--- config.mk ---
export PLATFORM = sky130hd
export DESIGN_NAME = demux_load_scheduler
export DESIGN_NICKNAME = d
export VERILOG_FILES = /design/src/rtl/demux_load_scheduler.sv
export SDC_FILE = /design/constraint.sdc
export NUM_CORES = 1
export LEC_CHECK = 0
export BUFFER_PORTS_ARGS = -buffer_cell sky130_fd_sc_hd__buf_4
export CAP_MARGIN = 25
export CORE_MARGIN = 8
export CORE_UTILIZATION = 50
export DETAILED_ROUTE_END_ITERATION = 8
export GPL_ROUTABILITY_DRIVEN = 0
export PLACE_DENSITY = 0.78
export SLEW_MARGIN = 20
export SYNTH_ARGS = -nofsm -noshare
export SYNTH_HDL_FRONTEND = slang
export SYNTH_SLANG_ARGS = --single-unit
--- constraint.sdc ---
create_clock -name clk -period 2.2 [get_ports clk]
set_clock_uncertainty 0.2 [all_clocks]
set_input_delay 0.22 -clock clk [delete_from_list [all_inputs] [get_ports clk]]
set_output_delay 0.22 -clock clk [all_outputs]
set_load 0.02 [all_outputs]
--- src/rtl/demux_load_scheduler.sv ---
// Sequencer/arbiter that owns the 10-register write demux: runs NREG-byte burst loads from a source
// port and interleaves single user writes, parking the selector on a scratch code whenever idle.
module demux_load_scheduler #(
  parameter int unsigned   NREG     = 9,
  parameter int unsigned   DW       = 8,
  parameter int unsigned   SW       = 4,
  parameter logic [SW-1:0] PARK_SEL = SW'(9),
  parameter int unsigned   TIMEOUT  = 255
) (
  input  logic          clk,
  input  logic          reset,
  input  logic          burst_start,
  output logic          rd_req,
  output logic [SW-1:0] rd_addr,
  input  logic          rd_valid,
  input  logic [DW-1:0] rd_data,
  input  logic          wr_req,
  input  logic [SW-1:0] wr_sel,
  input  logic [DW-1:0] wr_data,
  output logic          wr_ack,
  output logic [SW-1:0] selector,
  output logic [DW-1:0] dato,
  output logic          busy,
  output logic          burst_done,
  output logic          err_timeout
);

  localparam int unsigned TW = (TIMEOUT > 1) ? $clog2(TIMEOUT) : 1;

  localparam logic [2:0] S_IDLE   = 3'd0;
  localparam logic [2:0] S_FETCH  = 3'd1;
  localparam logic [2:0] S_WRITE  = 3'd2;
  localparam logic [2:0] S_SINGLE = 3'd3;
  localparam logic [2:0] S_DONE   = 3'd4;

  localparam logic [SW-1:0] LAST_IDX = SW'(NREG - 1);
  localparam logic [SW-1:0] SCRATCH  = SW'(NREG);
  localparam logic [TW-1:0] CNT_LAST = TW'(TIMEOUT - 1);

  logic [2:0]    state, state_d;
  logic          pending, pending_d;
  logic          in_burst, in_burst_d;
  logic [TW-1:0] cnt, cnt_d;
  logic          rd_req_d, wr_ack_d, busy_d, burst_done_d, err_timeout_d;
  logic [SW-1:0] rd_addr_d, selector_d;
  logic [DW-1:0] dato_d;
  logic          go_single, go_beat;

  // Next-state and next-output logic; outputs describe the cycle entered at the next edge
  always_comb begin
    state_d       = state;
    pending_d     = pending;
    in_burst_d    = in_burst;
    cnt_d         = cnt;
    rd_addr_d     = rd_addr;
    rd_req_d      = 1'b0;
    selector_d    = PARK_SEL;
    dato_d        = '0;
    wr_ack_d      = 1'b0;
    burst_done_d  = 1'b0;
    err_timeout_d = 1'b0;
    go_single     = 1'b0;
    go_beat       = 1'b0;

    // One-deep burst request memory for starts that cannot be served immediately
    if (burst_start && ((state != S_IDLE) || wr_req)) pending_d = 1'b1;

    case (state)
      S_IDLE: begin
        if (wr_req) begin
          go_single = 1'b1;
        end else if (burst_start || pending) begin
          state_d    = S_FETCH;
          rd_addr_d  = '0;
          rd_req_d   = 1'b1;
          cnt_d      = '0;
          in_burst_d = 1'b1;
        end
      end
      S_FETCH: begin
        if (rd_valid) begin
          state_d    = S_WRITE;
          selector_d = rd_addr;
          dato_d     = rd_data;
        end else if (cnt == CNT_LAST) begin
          state_d       = S_IDLE;
          err_timeout_d = 1'b1;
          pending_d     = 1'b0;
          in_burst_d    = 1'b0;
        end else begin
          cnt_d    = cnt + TW'(1);
          rd_req_d = 1'b1;
        end
      end
      S_WRITE: begin
        if (wr_req) go_single = 1'b1;
        else        go_beat   = 1'b1;
      end
      S_SINGLE: begin
        // Never chain two singles: a held wr_req waits for the next burst beat
        if (in_burst) go_beat = 1'b1;
        else          state_d = S_IDLE;
      end
      S_DONE: begin
        state_d   = S_IDLE;
        pending_d = 1'b0;
      end
      default: state_d = S_IDLE;
    endcase

    if (go_single) begin
      state_d  = S_SINGLE;
      wr_ack_d = 1'b1;
      if (wr_sel <= SCRATCH) begin
        selector_d = wr_sel;
        dato_d     = wr_data;
      end
    end

    if (go_beat) begin
      if (rd_addr < LAST_IDX) begin
        state_d   = S_FETCH;
        rd_addr_d = rd_addr + SW'(1);
        rd_req_d  = 1'b1;
        cnt_d     = '0;
      end else begin
        state_d      = S_DONE;
        burst_done_d = 1'b1;
        in_burst_d   = 1'b0;
      end
    end

    busy_d = (state_d != S_IDLE);
  end

  always_ff @(posedge clk) begin
    if (!reset) begin
      state       <= S_IDLE;
      pending     <= 1'b0;
      in_burst    <= 1'b0;
      cnt         <= '0;
      rd_req      <= 1'b0;
      rd_addr     <= '0;
      wr_ack      <= 1'b0;
      selector    <= PARK_SEL;
      dato        <= '0;
      busy        <= 1'b0;
      burst_done  <= 1'b0;
      err_timeout <= 1'b0;
    end else begin
      state       <= state_d;
      pending     <= pending_d;
      in_burst    <= in_burst_d;
      cnt         <= cnt_d;
      rd_req      <= rd_req_d;
      rd_addr     <= rd_addr_d;
      wr_ack      <= wr_ack_d;
      selector    <= selector_d;
      dato        <= dato_d;
      busy        <= busy_d;
      burst_done  <= burst_done_d;
      err_timeout <= err_timeout_d;
    end
  end

endmodule

==> flow_results.xml, run 1 <==
<?xml version="1.0" encoding="UTF-8"?>
<metrics>
  <group name="detailed_routing">
    <metric name="final_antenna_net_count" unit="">0</metric>
    <metric name="drtPass1Iterations" unit="">4</metric>
    <metric name="drt_iter0_markers" unit="">103</metric>
    <metric name="drt-wirelength-per-cell" unit="um">16.8</metric>
    <metric name="postRouteWirelength" unit="um">4480</metric>
    <metric name="vias_per_cell" unit="">5.89</metric>
    <metric name="route.vias.total" unit="">1567</metric>
    <metric name="remaining_drcs" unit="">0</metric>
  </group>
  <group name="place">
    <metric name="number_of_buffers_added_on_ports" unit="">45</metric>
    <metric name="place.detailed.instances" unit="">239</metric>
    <metric name="place.detailed.hpwl" unit="um">2810</metric>
  </group>
  <group name="critical_path">
    <metric name="timing.critical_path.slowest_stage_cell" unit="">sky130_fd_sc_hd__dlygate4sd3_1</metric>
    <metric name="rrSetupSlack" unit="ps">240</metric>
    <metric name="r2r-end" unit="">dato[5]</metric>
    <metric name="path_max_fanout" unit="">9</metric>
    <metric name="timing.setup.critical_path_class" unit="">primary input to register</metric>
    <metric name="timing.critical_path.buf_inv" unit="">2</metric>
    <metric name="cp_cell_sequence" unit="">dlygate4sd3_1 &gt; buf_4 &gt; nor4b_2 &gt; nand3_1 &gt; o21a_1 &gt; a21oi_1</metric>
    <metric name="cpLargestDelayFamily" unit="">simple AND/OR/NAND/NOR gates</metric>
    <metric name="slowest_delay" unit="ps">530</metric>
    <metric name="cp_data_arrival_time" unit="ps">2050</metric>
    <metric name="cp_data_required_time" unit="ps">2270</metric>
    <metric name="cp-start-kind" unit="">primary input</metric>
    <metric name="r2r_start" unit="">state[0]</metric>
    <metric name="cp-end-kind" unit="">register</metric>
    <metric name="worst_r2r_path_depth" unit="">5</metric>
  </group>
  <group name="synth">
    <metric name="synth_adder_area_share" unit="%">2.56</metric>
    <metric name="synth_register_bits" unit="">34</metric>
    <metric name="yosysWarnings" unit="">0</metric>
    <metric name="post_synth.cell_area_avg" unit="um^2">8.80</metric>
    <metric name="seq_area_frac_synth" unit="%">46.3</metric>
    <metric name="synth.net_count" unit="">195</metric>
    <metric name="combinational_family_with_the_most_area_after_synthesis" unit="">simple AND/OR/NAND/NOR gates</metric>
    <metric name="number_of_enable_flip_flop_cells_after_synthesis" unit="">0</metric>
    <metric name="synthArstFlopShare" unit="%">0</metric>
    <metric name="synth-xor-area-share" unit="%">0</metric>
    <metric name="netlist.top_cell.by_area" unit="">sky130_fd_sc_hd__dfxtp_1</metric>
    <metric name="synthSimpleGateAreaFrac" unit="%">26.0</metric>
    <metric name="synth.top_cell.area_share" unit="%">46.3</metric>
    <metric name="ys_dominant_reg_cell" unit="">sky130_fd_sc_hd__dfxtp_1</metric>
    <metric name="synth_mux_area_share" unit="%">0.767</metric>
    <metric name="synth-compound-area-share" unit="%">21.0</metric>
    <metric name="yosys.cell_types.count" unit="">42</metric>
    <metric name="synthesis.area" unit="um^2">1470</metric>
    <metric name="synth.area.top_cells" unit="">sky130_fd_sc_hd__dfxtp_1 (46%), sky130_fd_sc_hd__a22oi_1 (5.1%), sky130_fd_sc_hd__nor2_1 (5.1%)</metric>
    <metric name="synth_cells" unit="">167</metric>
  </group>
  <group name="global_routing">
    <metric name="grt_first_pass_wirelength" unit="um">7190</metric>
    <metric name="number_of_antenna_violations_at_the_first_check_in_global_routing" unit="">0</metric>
    <metric name="grt_remaining_overflow" unit="">0</metric>
    <metric name="grt.total_usage" unit="%">17.9</metric>
    <metric name="grt_pass1_vias" unit="">1479</metric>
    <metric name="grt_start_max_net_pins" unit="">18</metric>
  </group>
  <group name="min_path">
    <metric name="whs_path_depth" unit="">3</metric>
    <metric name="hold_path_end" unit="">selector[3]</metric>
    <metric name="hp-class" unit="">primary input to register</metric>
    <metric name="worst_hold_startpoint" unit="">wr_sel[3]</metric>
  </group>
  <group name="pwr">
    <metric name="p_sw" unit="mW">0.368</metric>
    <metric name="comb_power_share" unit="%">21.3</metric>
    <metric name="power.density_cell_area" unit="nW/um^2">617</metric>
    <metric name="internal_cell_power" unit="mW">0.924</metric>
    <metric name="irDropWorstVdd" unit="mV">0.498</metric>
    <metric name="power.sequential.fraction" unit="%">51.8</metric>
    <metric name="power_frac_clock" unit="%">26.9</metric>
    <metric name="p_leak" unit="nW">0.873</metric>
    <metric name="sw_frac_of_total" unit="%">28.5</metric>
    <metric name="power_after_layout" unit="mW">1.29</metric>
  </group>
  <group name="layout">
    <metric name="post_route_core_utilization" unit="%">75.3</metric>
    <metric name="final_layout_size_suffix_gt1_share" unit="%">24.7</metric>
    <metric name="finish.cell_count_without_fillers" unit="">266</metric>
    <metric name="antenna-diode-count" unit="">0</metric>
    <metric name="area.growth.synth_to_final" unit="%">42.7</metric>
    <metric name="fin_nets" unit="">264</metric>
  </group>
  <group name="sta">
    <metric name="final-hold-violation-count" unit="">0</metric>
    <metric name="normalized_max_slew_margin" unit="%">56.5</metric>
    <metric name="max_freq" unit="MHz">506</metric>
    <metric name="finalSetupViolCount" unit="">0</metric>
    <metric name="fin_tns_setup" unit="ps">0</metric>
    <metric name="fin_crit_sh" unit="%">89.8</metric>
    <metric name="worst_hold_slack" unit="ps">7.91</metric>
    <metric name="minimum_clock_period_after_layout" unit="ps">1980</metric>
    <metric name="slew_violations" unit="">0</metric>
    <metric name="worst_slew_pin_slew" unit="ps">648</metric>
    <metric name="grt_setup_unrepaired" unit="">false</metric>
  </group>
  <group name="clocking">
    <metric name="postCtsResizedCells" unit="">0</metric>
    <metric name="cts-root-buf" unit="">sky130_fd_sc_hd__clkbuf_4</metric>
    <metric name="htreeDepth" unit="">2</metric>
    <metric name="numClockSinks" unit="">34</metric>
    <metric name="clk-insertion-delay-late" unit="ps">340</metric>
    <metric name="path_clk_slew" unit="ps">100</metric>
    <metric name="cts_inserted_buffers" unit="">5</metric>
    <metric name="tritoncts" unit="">done</metric>
    <metric name="cts.path.max_buffers" unit="">2</metric>
  </group>
  <group name="floorplan">
    <metric name="row_count" unit="">19</metric>
    <metric name="die-height" unit="um">70.2</metric>
    <metric name="placeableCoreArea" unit="um^2">2780</metric>
    <metric name="die_w" unit="um">70.2</metric>
    <metric name="die-area" unit="um^2">4930</metric>
    <metric name="design.portCount" unit="">46</metric>
    <metric name="initial_core_utilization" unit="%">52.8</metric>
  </group>
  <group name="flow_run">
    <metric name="maxcap_viol_count" unit="">0</metric>
  </group>
  <group name="run_status">
    <metric name="outcome" unit="">finished clean</metric>
  </group>
</metrics>
[how the worst max path moves through the flow]
stage                        start  cells after the start          to
after floorplan           state[0]                      4      cnt[7]
after global placement    state[0]                      4  rd_addr[2]
after detailed placement  state[0]                      3      cnt[7]
after CTS                 rd_valid                      6      cnt[2]
after global routing      rd_valid                      6      cnt[2]
final                     rd_valid                      6      cnt[2]
[repair_timing]
action | in CTS | in global routing
hold buffers | 21 | 0
setup buffers | 0 | 0
endpoints found under the hold margin | 17 | 0
[per-stage QoR]
step	setup slack [ps]	instance area (um^2)
after floorplan	430	1470
after detailed placement	284	1830
after CTS	233	2100
after global routing	61.6	2100
after global placement	334	1830
final	224	2100
[routing by layer]
layer	routed length, um	vias to the layer above	global-route usage (%)	share of wire, %
met4	167	0	10.0	3.7
met5	0	-	0	0
met2	2320	72	31.4	52
li1	-	754	-	-
met3	286	15	4.94	6.4
met1	1710	726	18.7	38
[cells by family after synthesis]
kind of cell | count (synthesis)
and+or+nand+nor | 70
AOI/OAI and AO/OA | 48
DFF | 34
buffers and inverters | 11
adders and majority gates | 3
muxes | 1
[power by group through the flow]
stage | Clock, mW | Combinational (mW) | Sequential (mW)
2_1_floorplan | 0 | 0.116 | 0.703
3_3_place_gp | 0 | 0.231 | 0.680
3_5_place_dp | 0 | 0.235 | 0.683
4_1_cts | 0.347 | 0.267 | 0.669
5_1_grt | 0.370 | 0.297 | 0.673
6_report | 0.348 | 0.275 | 0.670
[cells in the mapped netlist, types with 2 or more instances]
cell                       count
sky130_fd_sc_hd__nor2_1       20
sky130_fd_sc_hd__ha_1          3
sky130_fd_sc_hd__buf_2         3
sky130_fd_sc_hd__inv_1         3
sky130_fd_sc_hd__nand3_1       7
sky130_fd_sc_hd__a22oi_1      10
sky130_fd_sc_hd__a21oi_1      11
sky130_fd_sc_hd__and3_1        3
sky130_fd_sc_hd__a31oi_1       5
sky130_fd_sc_hd__or3_1         3
sky130_fd_sc_hd__o21ai_0       8
sky130_fd_sc_hd__nand2_1       9
sky130_fd_sc_hd__o21a_1        5
sky130_fd_sc_hd__nand2b_1      4
sky130_fd_sc_hd__and2_1        2
sky130_fd_sc_hd__or4_1         2
sky130_fd_sc_hd__or2_2         2
sky130_fd_sc_hd__clkbuf_1      3
sky130_fd_sc_hd__and4_1        2
sky130_fd_sc_hd__nand4_1       6
sky130_fd_sc_hd__dfxtp_1      34
sky130_fd_sc_hd__nand3b_1      2
[cells in the final DEF (no fill, tap or decap), drive strengths merged, types with 2 or more instances in the layout]
cell         synthesis  layout
nand4                6       6
a31oi                5       5
and2                 2       2
dfxtp               34      34
nand3                7       7
or4                  2       2
ha                   3       3
or2                  3       3
a21oi               11      11
and4                 2       2
o21a                 5       5
clkbuf               3       6
nand3b               2       2
o21ai                9       9
dlygate4sd3          0      21
buf                  4      48
and3                 3       3
a22oi               10      10
nand2                9       9
inv                  3       3
nand2b               4       4
or3                  3       3
nor2                20      20
[worst reg2reg max path, delay by kind of cell (launching register included)]
family                 cells  cell delay, ps
AOI/OAI and AO/OA          1              90
buffers and inverters      1             210
DFF                        1             490
and+or+nand+nor            3             890
[area by class of cell]
cell class	count	area, um^2
inverters	4	15.0
fillers	202	686
repair buffers	69	571
multi-input cells	122	739
flip-flops and latches	34	681
clock buffers	6	51.3
well taps	31	38.8
[sequential cells by signal, summed over array words and instances (netlist names), 3 cells and up]
signal,cells
state,3
selector,4
cnt,8
rd_addr,4
dato,8
Power figures use the tool's default switching activity.
==> run 2, diff against run 1 <==
CORE_ASPECT_RATIO = 1.4   (was unset)
CORE_UTILIZATION = 29   (was 50)
PLACE_DENSITY = unset   (was 0.78)
==> flow_results.xml, run 2 (synthesis gave the netlist of run 1 again) <==
<?xml version="1.0" encoding="UTF-8"?>
<metrics>
  <group name="run_status">
    <metric name="outcome" unit="">finished clean</metric>
  </group>
  <group name="clocking">
    <metric name="clk-insertion-delay-late" unit="ps">280</metric>
    <metric name="numClockSinks" unit="">34</metric>
    <metric name="tritoncts" unit="">done</metric>
    <metric name="htreeDepth" unit="">2</metric>
    <metric name="cts.path.max_buffers" unit="">2</metric>
    <metric name="path_clk_slew" unit="ps">70</metric>
    <metric name="postCtsResizedCells" unit="">0</metric>
    <metric name="cts_inserted_buffers" unit="">5</metric>
    <metric name="cts-root-buf" unit="">sky130_fd_sc_hd__clkbuf_8</metric>
  </group>
  <group name="pwr">
    <metric name="irDropWorstVdd" unit="mV">0.270</metric>
    <metric name="p_leak" unit="nW">0.884</metric>
    <metric name="sw_frac_of_total" unit="%">26.6</metric>
    <metric name="power_after_layout" unit="mW">1.41</metric>
    <metric name="internal_cell_power" unit="mW">1.03</metric>
    <metric name="power_frac_clock" unit="%">33.3</metric>
    <metric name="p_sw" unit="mW">0.374</metric>
    <metric name="power.density_cell_area" unit="nW/um^2">653</metric>
    <metric name="power.sequential.fraction" unit="%">47.6</metric>
    <metric name="comb_power_share" unit="%">19.1</metric>
  </group>
  <group name="layout">
    <metric name="area.growth.synth_to_final" unit="%">46.5</metric>
    <metric name="layout_top_registers" unit="">cnt (8), dato (8)</metric>
    <metric name="final.fill_count" unit="">518</metric>
    <metric name="fin_nets" unit="">262</metric>
    <metric name="post_route_core_utilization" unit="%">44.1</metric>
    <metric name="sequential_area" unit="um^2">681</metric>
    <metric name="fin_area" unit="um^2">2150</metric>
    <metric name="multi_input_area" unit="um^2">739</metric>
    <metric name="final_layout_size_suffix_gt1_share" unit="%">26.0</metric>
    <metric name="layout_commonest_cell" unit="">sky130_fd_sc_hd__buf_4</metric>
    <metric name="antenna-diode-count" unit="">0</metric>
    <metric name="final_cell_mix" unit="">sky130_fd_sc_hd__buf_4 (50), sky130_fd_sc_hd__dfxtp_1 (34), sky130_fd_sc_hd__nor2_1 (20), sky130_fd_sc_hd__dlygate4sd3_1 (17), sky130_fd_sc_hd__a21oi_1 (11)</metric>
  </group>
  <group name="detailed_routing">
    <metric name="postRouteWirelength" unit="um">4430</metric>
    <metric name="final_antenna_net_count" unit="">0</metric>
    <metric name="vias_per_cell" unit="">5.00</metric>
    <metric name="drt_iter0_markers" unit="">61</metric>
    <metric name="route.vias.total" unit="">1494</metric>
    <metric name="drt-wirelength-per-cell" unit="um">14.8</metric>
    <metric name="drtPass1Iterations" unit="">4</metric>
    <metric name="remaining_drcs" unit="">0</metric>
  </group>
  <group name="sta">
    <metric name="minimum_clock_period_after_layout" unit="ps">1890</metric>
    <metric name="worst_slew_pin_slew" unit="ps">579</metric>
    <metric name="slew_violations" unit="">0</metric>
    <metric name="fin_tns_setup" unit="ps">0</metric>
    <metric name="normalized_max_slew_margin" unit="%">61.2</metric>
    <metric name="final-hold-violation-count" unit="">0</metric>
    <metric name="grt_setup_unrepaired" unit="">false</metric>
    <metric name="worst_slack" unit="ps">307</metric>
    <metric name="fin_crit_sh" unit="%">86.1</metric>
    <metric name="finalSetupViolCount" unit="">0</metric>
    <metric name="max_freq" unit="MHz">528</metric>
  </group>
  <group name="min_path">
    <metric name="worst_hold_startpoint" unit="">rd_data[1]</metric>
    <metric name="hp-class" unit="">primary input to register</metric>
  </group>
  <group name="critical_path">
    <metric name="cp-start-kind" unit="">register</metric>
    <metric name="cp_data_required_time" unit="ps">2210</metric>
    <metric name="timing.setup.critical_path_class" unit="">register to register</metric>
    <metric name="worst_setup_path_startpoint" unit="">state[0]</metric>
    <metric name="cp-end-kind" unit="">register</metric>
    <metric name="path_max_fanout" unit="">10</metric>
    <metric name="cp_data_arrival_time" unit="ps">1900</metric>
    <metric name="r2r_start" unit="">state[0]</metric>
  </group>
  <group name="place">
    <metric name="placed_cell_area" unit="um^2">1890</metric>
    <metric name="pre_cts_ws" unit="ps">309</metric>
    <metric name="place.detailed.hpwl" unit="um">3120</metric>
    <metric name="number_of_buffers_added_on_ports" unit="">45</metric>
  </group>
  <group name="floorplan">
    <metric name="die-height" unit="um">100</metric>
    <metric name="die_w" unit="um">76.2</metric>
    <metric name="row_count" unit="">30</metric>
    <metric name="placeableCoreArea" unit="um^2">4880</metric>
    <metric name="die-area" unit="um^2">7630</metric>
    <metric name="design.portCount" unit="">46</metric>
    <metric name="initial_core_utilization" unit="%">30.1</metric>
  </group>
  <group name="global_routing">
    <metric name="grt_start_max_net_pins" unit="">18</metric>
    <metric name="grt_remaining_overflow" unit="">0</metric>
    <metric name="grt_pass1_vias" unit="">1386</metric>
    <metric name="grt_first_pass_wirelength" unit="um">7110</metric>
    <metric name="number_of_antenna_violations_at_the_first_check_in_global_routing" unit="">0</metric>
    <metric name="grt.total_usage" unit="%">11.2</metric>
  </group>
  <group name="flow_run">
    <metric name="maxcap_viol_count" unit="">0</metric>
  </group>
</metrics>
==> run 2: cell count changes in the layout (fill, tap and decap cells not counted) <==
cell,previous run,this run
sky130_fd_sc_hd__clkbuf_8,1,6
sky130_fd_sc_hd__buf_4,48,50
sky130_fd_sc_hd__clkbuf_1,0,1
sky130_fd_sc_hd__clkinv_2,0,1
sky130_fd_sc_hd__clkbuf_4,5,0
sky130_fd_sc_hd__dlygate4sd3_1,21,17
==> run 2: final timing paths <==
path	cells after the start	end	slack [ps]
max	3	cnt[7]	310
min	3	dato[1]	0.1
max reg2reg	3	cnt[7]	310
min reg2reg	2	cnt[7]	340
==> run 2: power groups by stage <==
| stage | clock network, mW | registers (mW) | logic [mW] |
|---|---|---|---|
| final | 0.468 | 0.669 | 0.269 |
| after global routing | 0.516 | 0.674 | 0.292 |
| after CTS | 0.488 | 0.669 | 0.269 |
| after detailed placement | 0 | 0.683 | 0.243 |
| after global placement | 0 | 0.683 | 0.243 |
| after floorplan | 0 | 0.703 | 0.116 |
==> run 2: routing by layer <==
metal | track usage, % | wire length, um
met1 | 12.5 | 1880
met2 | 19.6 | 2220
met3 | 3.94 | 305
met4 | 3.12 | 19
met5 | 0 | 0
==> run 2: metrics by stage <==
stage / instances / hold slack (ps)
6_report: 299 / 0.101
5_1_grt: 299 / 18.2
4_1_cts: 299 / 1.09
3_5_place_dp: 274 / 263
3_3_place_gp: 274 / 262
2_1_floorplan: 167 / 164
==> run 2: critical path: stages, from the launching register on <==
cell	delay [ps]
sky130_fd_sc_hd__dfxtp_1	450
sky130_fd_sc_hd__or3b_1	510
sky130_fd_sc_hd__or4_1	500
sky130_fd_sc_hd__a31oi_1	160
==> run 2: cell type report <==
type / count / area share [%]
clock inverter: 1 / 0.233
tap: 64 / 3.72
sequential: 34 / 31.6
timing repair buffer: 67 / 25.3
clock buffer: 7 / 4.01
multi-input combinational: 122 / 34.4
inverter: 4 / 0.698
==> run 2: timing repair <==
action | in CTS | in global routing
hold buffers | 17 | 0
setup buffers | 0 | 0
hold endpoints to repair | 11 | 0
